==> config.mk <==
export PLATFORM = sky130hd
export DESIGN_NAME = ghost_path_engine
export DESIGN_NICKNAME = d
export VERILOG_FILES = /design/src/rtl/game_pkg.sv /design/src/rtl/ghost_hit_check.sv /design/src/rtl/ghost_path_engine.sv
export SDC_FILE = /design/constraint.sdc
export NUM_CORES = 1
export LEC_CHECK = 0
export ABC_AREA = 1
export ABC_CLOCK_PERIOD_IN_PS = 6400
export CAP_MARGIN = 10
export CORE_ASPECT_RATIO = 0.9
export CORE_MARGIN = 3
export CORE_UTILIZATION = 40
export CTS_CLUSTER_DIAMETER = 60
export CTS_CLUSTER_SIZE = 12
export DETAILED_ROUTE_END_ITERATION = 8
export GPL_TIMING_DRIVEN = 1
export MAX_ROUTING_LAYER = met4
export PLACE_DENSITY_LB_ADDON = 0.05
export SETUP_SLACK_MARGIN = 0.05
export SLEW_MARGIN = 20
export SYNTH_ARGS = -nofsm -noshare
export SYNTH_HDL_FRONTEND = slang
export SYNTH_HIERARCHICAL = 1
export SYNTH_SLANG_ARGS = --single-unit
==> constraint.sdc <==
create_clock -name clock -period 6.4 [get_ports clock]
set_input_delay 1.28 -clock clock [delete_from_list [all_inputs] [get_ports clock]]
set_output_delay 1.28 -clock clock [all_outputs]
set_load 0.005 [all_outputs]
==> src/rtl/game_pkg.sv <==
// rtl/game_pkg.sv - shared game-logic types, grid constants and FSM encodings
package game_pkg;

  typedef enum logic [2:0] {
    DIR_STILL = 3'd0,
    DIR_UP    = 3'd1,
    DIR_LEFT  = 3'd2,
    DIR_DOWN  = 3'd3,
    DIR_RIGHT = 3'd4
  } dir_t;

  localparam int COLUMNS = 29;
  localparam int X_W     = 5;
  localparam int Y_W     = 4;

  localparam logic [2:0] ST_IDLE  = 3'd0;
  localparam logic [2:0] ST_ADV   = 3'd1;
  localparam logic [2:0] ST_FETCH = 3'd2;
  localparam logic [2:0] ST_CAPT  = 3'd3;
  localparam logic [2:0] ST_DONE  = 3'd4;

  // x sits at the top of a rom word; y follows directly below x; the rest is spare
  localparam int ROM_X_OFS = 0;

endpackage

==> src/rtl/ghost_hit_check.sv <==
// rtl/ghost_hit_check.sv - same-tile and swap collision test for one mover
module ghost_hit_check #(
  parameter int X_W = game_pkg::X_W,
  parameter int Y_W = game_pkg::Y_W
) (
  input  logic [X_W-1:0] old_x,
  input  logic [Y_W-1:0] old_y,
  input  logic [X_W-1:0] new_x,
  input  logic [Y_W-1:0] new_y,
  input  logic [X_W-1:0] player_x,
  input  logic [Y_W-1:0] player_y,
  input  logic [X_W-1:0] prev_x,
  input  logic [Y_W-1:0] prev_y,
  input  logic           first_step,
  output logic           hit
);

  logic same_tile;
  logic swapped;

  assign same_tile = (new_x == player_x) && (new_y == player_y);
  // ghost and player exchanged tiles during the same step
  assign swapped   = !first_step && (new_x == prev_x) && (new_y == prev_y) &&
                     (old_x == player_x) && (old_y == player_y);
  assign hit       = same_tile || swapped;

endmodule

==> src/rtl/ghost_path_engine.sv <==
// rtl/ghost_path_engine.sv - advances ghost path pointers and checks player collisions
module ghost_path_engine #(
  parameter int NUM_GHOSTS = 3,
  parameter int X_W        = game_pkg::X_W,
  parameter int Y_W        = game_pkg::Y_W,
  parameter int IDX_W      = 7,
  parameter int ROM_AW     = 9,
  parameter int ROM_DW     = 11,
  parameter logic [NUM_GHOSTS*ROM_AW-1:0] PATH_BASE = {9'd142, 9'd63, 9'd0},
  parameter logic [NUM_GHOSTS*IDX_W-1:0]  PATH_LAST = {7'd50, 7'd78, 7'd63}
) (
  input  logic                      clock,
  input  logic                      reset,
  input  logic                      start,
  input  logic                      freeze,
  input  logic [NUM_GHOSTS-1:0]     ghost_en,
  input  logic [X_W-1:0]            player_x,
  input  logic [Y_W-1:0]            player_y,
  input  logic                      clear_over,
  output logic [ROM_AW-1:0]         rom_addr,
  input  logic [ROM_DW-1:0]         rom_q,
  output logic                      busy,
  output logic                      finished,
  output logic [NUM_GHOSTS*X_W-1:0] ghost_x,
  output logic [NUM_GHOSTS*Y_W-1:0] ghost_y,
  output logic [NUM_GHOSTS-1:0]     hit_mask,
  output logic                      game_over
);

  import game_pkg::*;

  localparam int GW = (NUM_GHOSTS > 1) ? $clog2(NUM_GHOSTS) : 1;

  logic [2:0]            state;
  logic [GW-1:0]         g;
  logic [IDX_W-1:0]      idx [NUM_GHOSTS];
  logic                  lat_freeze;
  logic [NUM_GHOSTS-1:0] lat_en;
  logic [X_W-1:0]        lat_px, prev_x;
  logic [Y_W-1:0]        lat_py, prev_y;
  logic                  first_step;

  logic [GW-1:0]         first_g, next_g;
  logic                  any_en, has_next;
  logic [X_W-1:0]        new_x, old_x;
  logic [Y_W-1:0]        new_y, old_y;
  logic                  hit;

  // descending scan so the last match wins, giving the lowest qualifying ghost
  always_comb begin
    first_g  = '0;
    next_g   = '0;
    any_en   = 1'b0;
    has_next = 1'b0;
    for (int i = NUM_GHOSTS - 1; i >= 0; i--) begin
      if (lat_en[i]) begin
        first_g = GW'(i);
        any_en  = 1'b1;
      end
      if (lat_en[i] && (i > int'(g))) begin
        next_g   = GW'(i);
        has_next = 1'b1;
      end
    end
  end

  assign rom_addr = (state == ST_FETCH) ?
                    PATH_BASE[int'(g)*ROM_AW +: ROM_AW] + ROM_AW'(idx[g]) : '0;

  assign new_x = rom_q[ROM_DW-1-ROM_X_OFS -: X_W];
  assign new_y = rom_q[ROM_DW-1-ROM_X_OFS-X_W -: Y_W];
  assign old_x = ghost_x[int'(g)*X_W +: X_W];
  assign old_y = ghost_y[int'(g)*Y_W +: Y_W];

  generate
    if (ROM_DW > X_W + Y_W) begin : g_spare
      logic spare_unused;
      assign spare_unused = ^rom_q[ROM_DW-X_W-Y_W-1:0];
    end
  endgenerate

  ghost_hit_check #(.X_W(X_W), .Y_W(Y_W)) u_hit (
    .old_x      (old_x),
    .old_y      (old_y),
    .new_x      (new_x),
    .new_y      (new_y),
    .player_x   (lat_px),
    .player_y   (lat_py),
    .prev_x     (prev_x),
    .prev_y     (prev_y),
    .first_step (first_step),
    .hit        (hit)
  );

  assign busy     = (state != ST_IDLE);
  assign finished = (state == ST_DONE);

  always_ff @(posedge clock) begin
    if (reset) begin
      state      <= ST_IDLE;
      g          <= '0;
      for (int i = 0; i < NUM_GHOSTS; i++) idx[i] <= '0;
      ghost_x    <= '0;
      ghost_y    <= '0;
      hit_mask   <= '0;
      game_over  <= 1'b0;
      lat_freeze <= 1'b0;
      lat_en     <= '0;
      lat_px     <= '0;
      lat_py     <= '0;
      prev_x     <= '0;
      prev_y     <= '0;
      first_step <= 1'b1;
    end else begin
      case (state)
        ST_IDLE: if (start) begin
          lat_freeze <= freeze;
          lat_en     <= ghost_en;
          lat_px     <= player_x;
          lat_py     <= player_y;
          hit_mask   <= '0;
          state      <= ST_ADV;
        end
        ST_ADV: begin
          if (!lat_freeze) begin
            for (int i = 0; i < NUM_GHOSTS; i++) begin
              if (lat_en[i])
                idx[i] <= (idx[i] == PATH_LAST[i*IDX_W +: IDX_W]) ? '0 : idx[i] + 1'b1;
            end
          end
          g     <= first_g;
          state <= any_en ? ST_FETCH : ST_DONE;
        end
        ST_FETCH: state <= ST_CAPT;
        ST_CAPT: begin
          ghost_x[int'(g)*X_W +: X_W] <= new_x;
          ghost_y[int'(g)*Y_W +: Y_W] <= new_y;
          if (hit) hit_mask[g] <= 1'b1;
          g     <= next_g;
          state <= has_next ? ST_FETCH : ST_DONE;
        end
        ST_DONE: begin
          prev_x     <= lat_px;
          prev_y     <= lat_py;
          first_step <= 1'b0;
          state      <= ST_IDLE;
        end
        default: state <= ST_IDLE;
      endcase

      if ((state == ST_DONE) && (|hit_mask)) game_over <= 1'b1;
      else if (clear_over) game_over <= 1'b0;
    end
  end

endmodule

==> results.txt <==
- Max-slew headroom at the worst pin: 32.7%
- Input and output buffers added on the ports amount to 67.
- For this run, global-route usage on met2 was measured as 26.9%.
- Setup repair after global routing left no endpoint under its margin.
- Global routing used 3.98% of the available met3 tracks.
- In the final layout, the share of cells above drive strength 1 is 7.91%.
* Met1 Track Usage GR: 30.0%
* Count of cells along the worst register-to-register path: 15
- Detail-routed net length per standard cell: 13.8 um
- Root buffer selected by CTS: clkbuf_16
- Weighted congestion reported at the end of routability-driven placement: 0.872
* Top_reg_cell synth: dfxtp_1
- Synthesis instantiated 40 different standard cells from the library.
- The synthesized design contains 21 enable-type register cells.
- Count of endpoints failing hold in the final timing report: 0
* Actual transition at the worst max-transition pin: 1.00 ns
- R2R Setup Slk: 3.74 ns
- Residual DRC: 0
- Fin util: 51.2%
* Endpoint kind of the worst setup timing path: output port
- Post-cts repair resize count: 0
* Clock Pin Slew Worst Setup and Hold Paths: 0.06 ns
- TritonCTS built the clock tree.
- Estimated wirelength of the detail-placed design: 9520 um
- Dividing total power by cell area gives a power density of 278 nW/um2.
- Worst hold path type: reg2reg
- The mapped netlist covers 4840 um2.
- Setup Buffers After CTS: 0
- Final setup skew: 0.00677 ns
- Tmin final: 4.59 ns
* Antenna-violating nets left: 0
- Type of the worst setup path: reg2out
- The worst hold path passes through 2 cells.
* Critical register-to-register path startpoint: g[0]
- Max-cap violations in this run came to 0.
- Total cell area at the placement stage: 5610 um2
- Counting flops and latches in the post-synthesis netlist gives 82.
- Busiest grt layer: met1
* Required time at the worst-slack endpoint: 5.12 ns
- The first detailed-routing pass ran for 5 iterations.
- IO Count: 70
- Most common cell after layout, fill and taps aside: nand2_1
- After floorplanning, the core was sized to cover 11,600 um2.
- The final critical path takes up 71.8% of the cycle.
- Die height: 110 um
* Warnings, synthesis: 6
- In the routed layout, each cell is associated on average with a via count of 5.00.
* Clk sink count: 82
- Entering global routing, the biggest net connects 42 pins.
- Summed over all layers, the global routing overflow is 0.
- The number of nets handed over by synthesis was 726.
- The flow ran to the end, and the final reports show no timing, DRC or antenna violations.
* Number of nets at the end of the flow: 785
- For hold timing, the worst endpoint is first_step.
- The area growth from synthesis to layout is 23.0%.
* TritonCTS buffer count: 9
- For the worst-skew pair, the clock arrives at the later sink with an insertion delay of 0.34 ns.
- First-pass GRT wire length: 20,300 um
* Source of the worst hold timing path: first_step
* WL final: 12,400 um
- CP max FO: 13
* Diodes inserted: 0
- DRC violation total after the first TritonRoute iteration: 362
- Number of global-route vias before repair: 4,021
- Final design instance area without fill: 5950 um2
- Async set or reset register ratio after synthesis: 0%
- Row generation in the floorplan step produced 37 rows.
- The floorplan step defined a die boundary enclosing 13,400 um2.
- In this run the critical register-to-register path is captured at hit_mask[2].
* Most frequent cells in the layout: 128 x nand2_1, 103 x inv_1, 80 x a21oi_1
* Number of setup violations in the final report: 0
- Peak supply drop: 0.170 mV
- STA classifies the critical path startpoint as a flip-flop.
- Leakage component of the power: 2.45 nW
- Data arrival time at the worst-slack endpoint: 3.31 ns
* Count of hold buffers inserted by post-cts repair: 0
- Fill cell count: 1,190
- The initial antenna violation count came to 0.
- Total routing resource utilization after global routing: 19.8%
- For this run, the register share of the synthesized area comes to 38.3%.
- Chip width: 122 um
- Detailed routing inserted a total of 4,513 vias.
- H-tree level count: 3
- After synthesis, the mean cell area works out to 7.09 um2.
* Number of buffers on the longest clock path: 2
* Final-layout setup total negative slack: 0 ns
* Effective utilization at floorplan: 41.6%
* Max Transition Viols Final: 0
- Achievable Freq: 218 MHz
- Syn Inst Count: 682
-- per-stage QoR --
| step | hold WS, ns | setup WS (ns) | total power [mW] | cells |
|---|---|---|---|---|
| after global routing | 0.480 | 1.50 | 1.76 | 902 |
| final | 0.469 | 1.81 | 1.65 | 902 |
| after floorplan | 0.420 | 2.82 | 0.952 | 682 |
| after global placement | 0.434 | 2.03 | 1.08 | 886 |
| after CTS | 0.472 | 1.79 | 1.66 | 902 |
| after detailed placement | 0.462 | 1.95 | 1.09 | 886 |
-- cells by family after synthesis --
kind of cell | after synthesis | share of synthesized area, %
adder cells (fa/ha/maj) | 16 | 4.14
XOR/XNOR | 15 | 2.72
AO/OA/AOI/OAI | 161 | 18.4
buffers and inverters | 132 | 10.8
AND/OR/NAND/NOR | 276 | 25.7
flip-flops | 82 | 38.3
-- synthesized netlist by cell type, drive strengths merged, types with 6 or more instances --
master    n  area (um2)
a21oi    81         409
buf       7        51.3
clkbuf   12        45.0
dfxtp    61        1220
edfxtp   21         631
ha       16         200
inv     111         417
nand2   138         548
nand3    41         260
nand4     7        43.8
nor2     71         274
nor3      7        40.0
o21ai    64         335
o31ai     6        45.0
or3       8        50.1
xnor2     6        52.6
xor2      9        78.8
-- critical path: stages (launching register included) --
cell             delay (ns)
dfxtp_1                0.65
inv_1                  0.23
ha_1                   0.53
nand3_1                0.17
nand2_1                0.12
inv_1                  0.05
ha_1                   0.18
inv_1                  0.05
nand2_1                0.08
nand3_1                0.11
nand3_2                0.08
nand2_2                0.07
nand2_1                0.04
nor2_1                 0.11
clkdlybuf4s50_1        0.50
-- power by group --
part / internal [mW] / switching, mW
Clock: 0.352 / 0.221
Sequential: 0.575 / 0.0490
Combinational: 0.162 / 0.293
-- how the worst max path moves through the flow --
| stage | start | depth (start not counted) | slack [ns] | end |
|---|---|---|---|---|
| finish | g[1] | 14 | 1.81 | rom_addr[6] |
| global route | g[1] | 14 | 1.50 | rom_addr[6] |
| CTS | g[1] | 14 | 1.79 | rom_addr[6] |
| detailed placement | reset | 6 | 1.95 | idx[2][4] |
| global placement | reset | 6 | 2.03 | idx[2][3] |
| floorplan | g[1] | 15 | 2.82 | rom_addr[6] |
-- flip-flops by register name, summed over array words and instances, names as in the netlist, named ones only --
register / count
lat_freeze: 1
g: 2
ghost_x: 15
ghost_y: 12
state: 3
prev_x: 5
first_step: 1
hit_mask: 3
lat_px: 5
game_over: 1
lat_py: 4
lat_en: 3
idx: 21
prev_y: 4
-- layer usage --
metal  share of wire [%]  routed length [um]  vias to the layer above
li1                    -                   -                     2340
met1                  53                6610                     2036
met2                  39                4840                      126
met3                 6.8                 841                       11
met4                 1.1                 131                        0
met5                   0                   0                        -
-- layout make-up --
cell class / instances / area [um2] / share of cell area, %
Multi-Input combinational cell: 468 / 2470 / 41.6
Sequential cell: 82 / 1850 / 31.1
Timing Repair Buffer: 67 / 671 / 11.3
Inverter: 113 / 425 / 7.15
Clock buffer: 12 / 279 / 4.69
Tap cell: 156 / 195 / 3.28
Clock inverter: 4 / 52.6 / 0.884
Power figures use the tool's default switching activity.
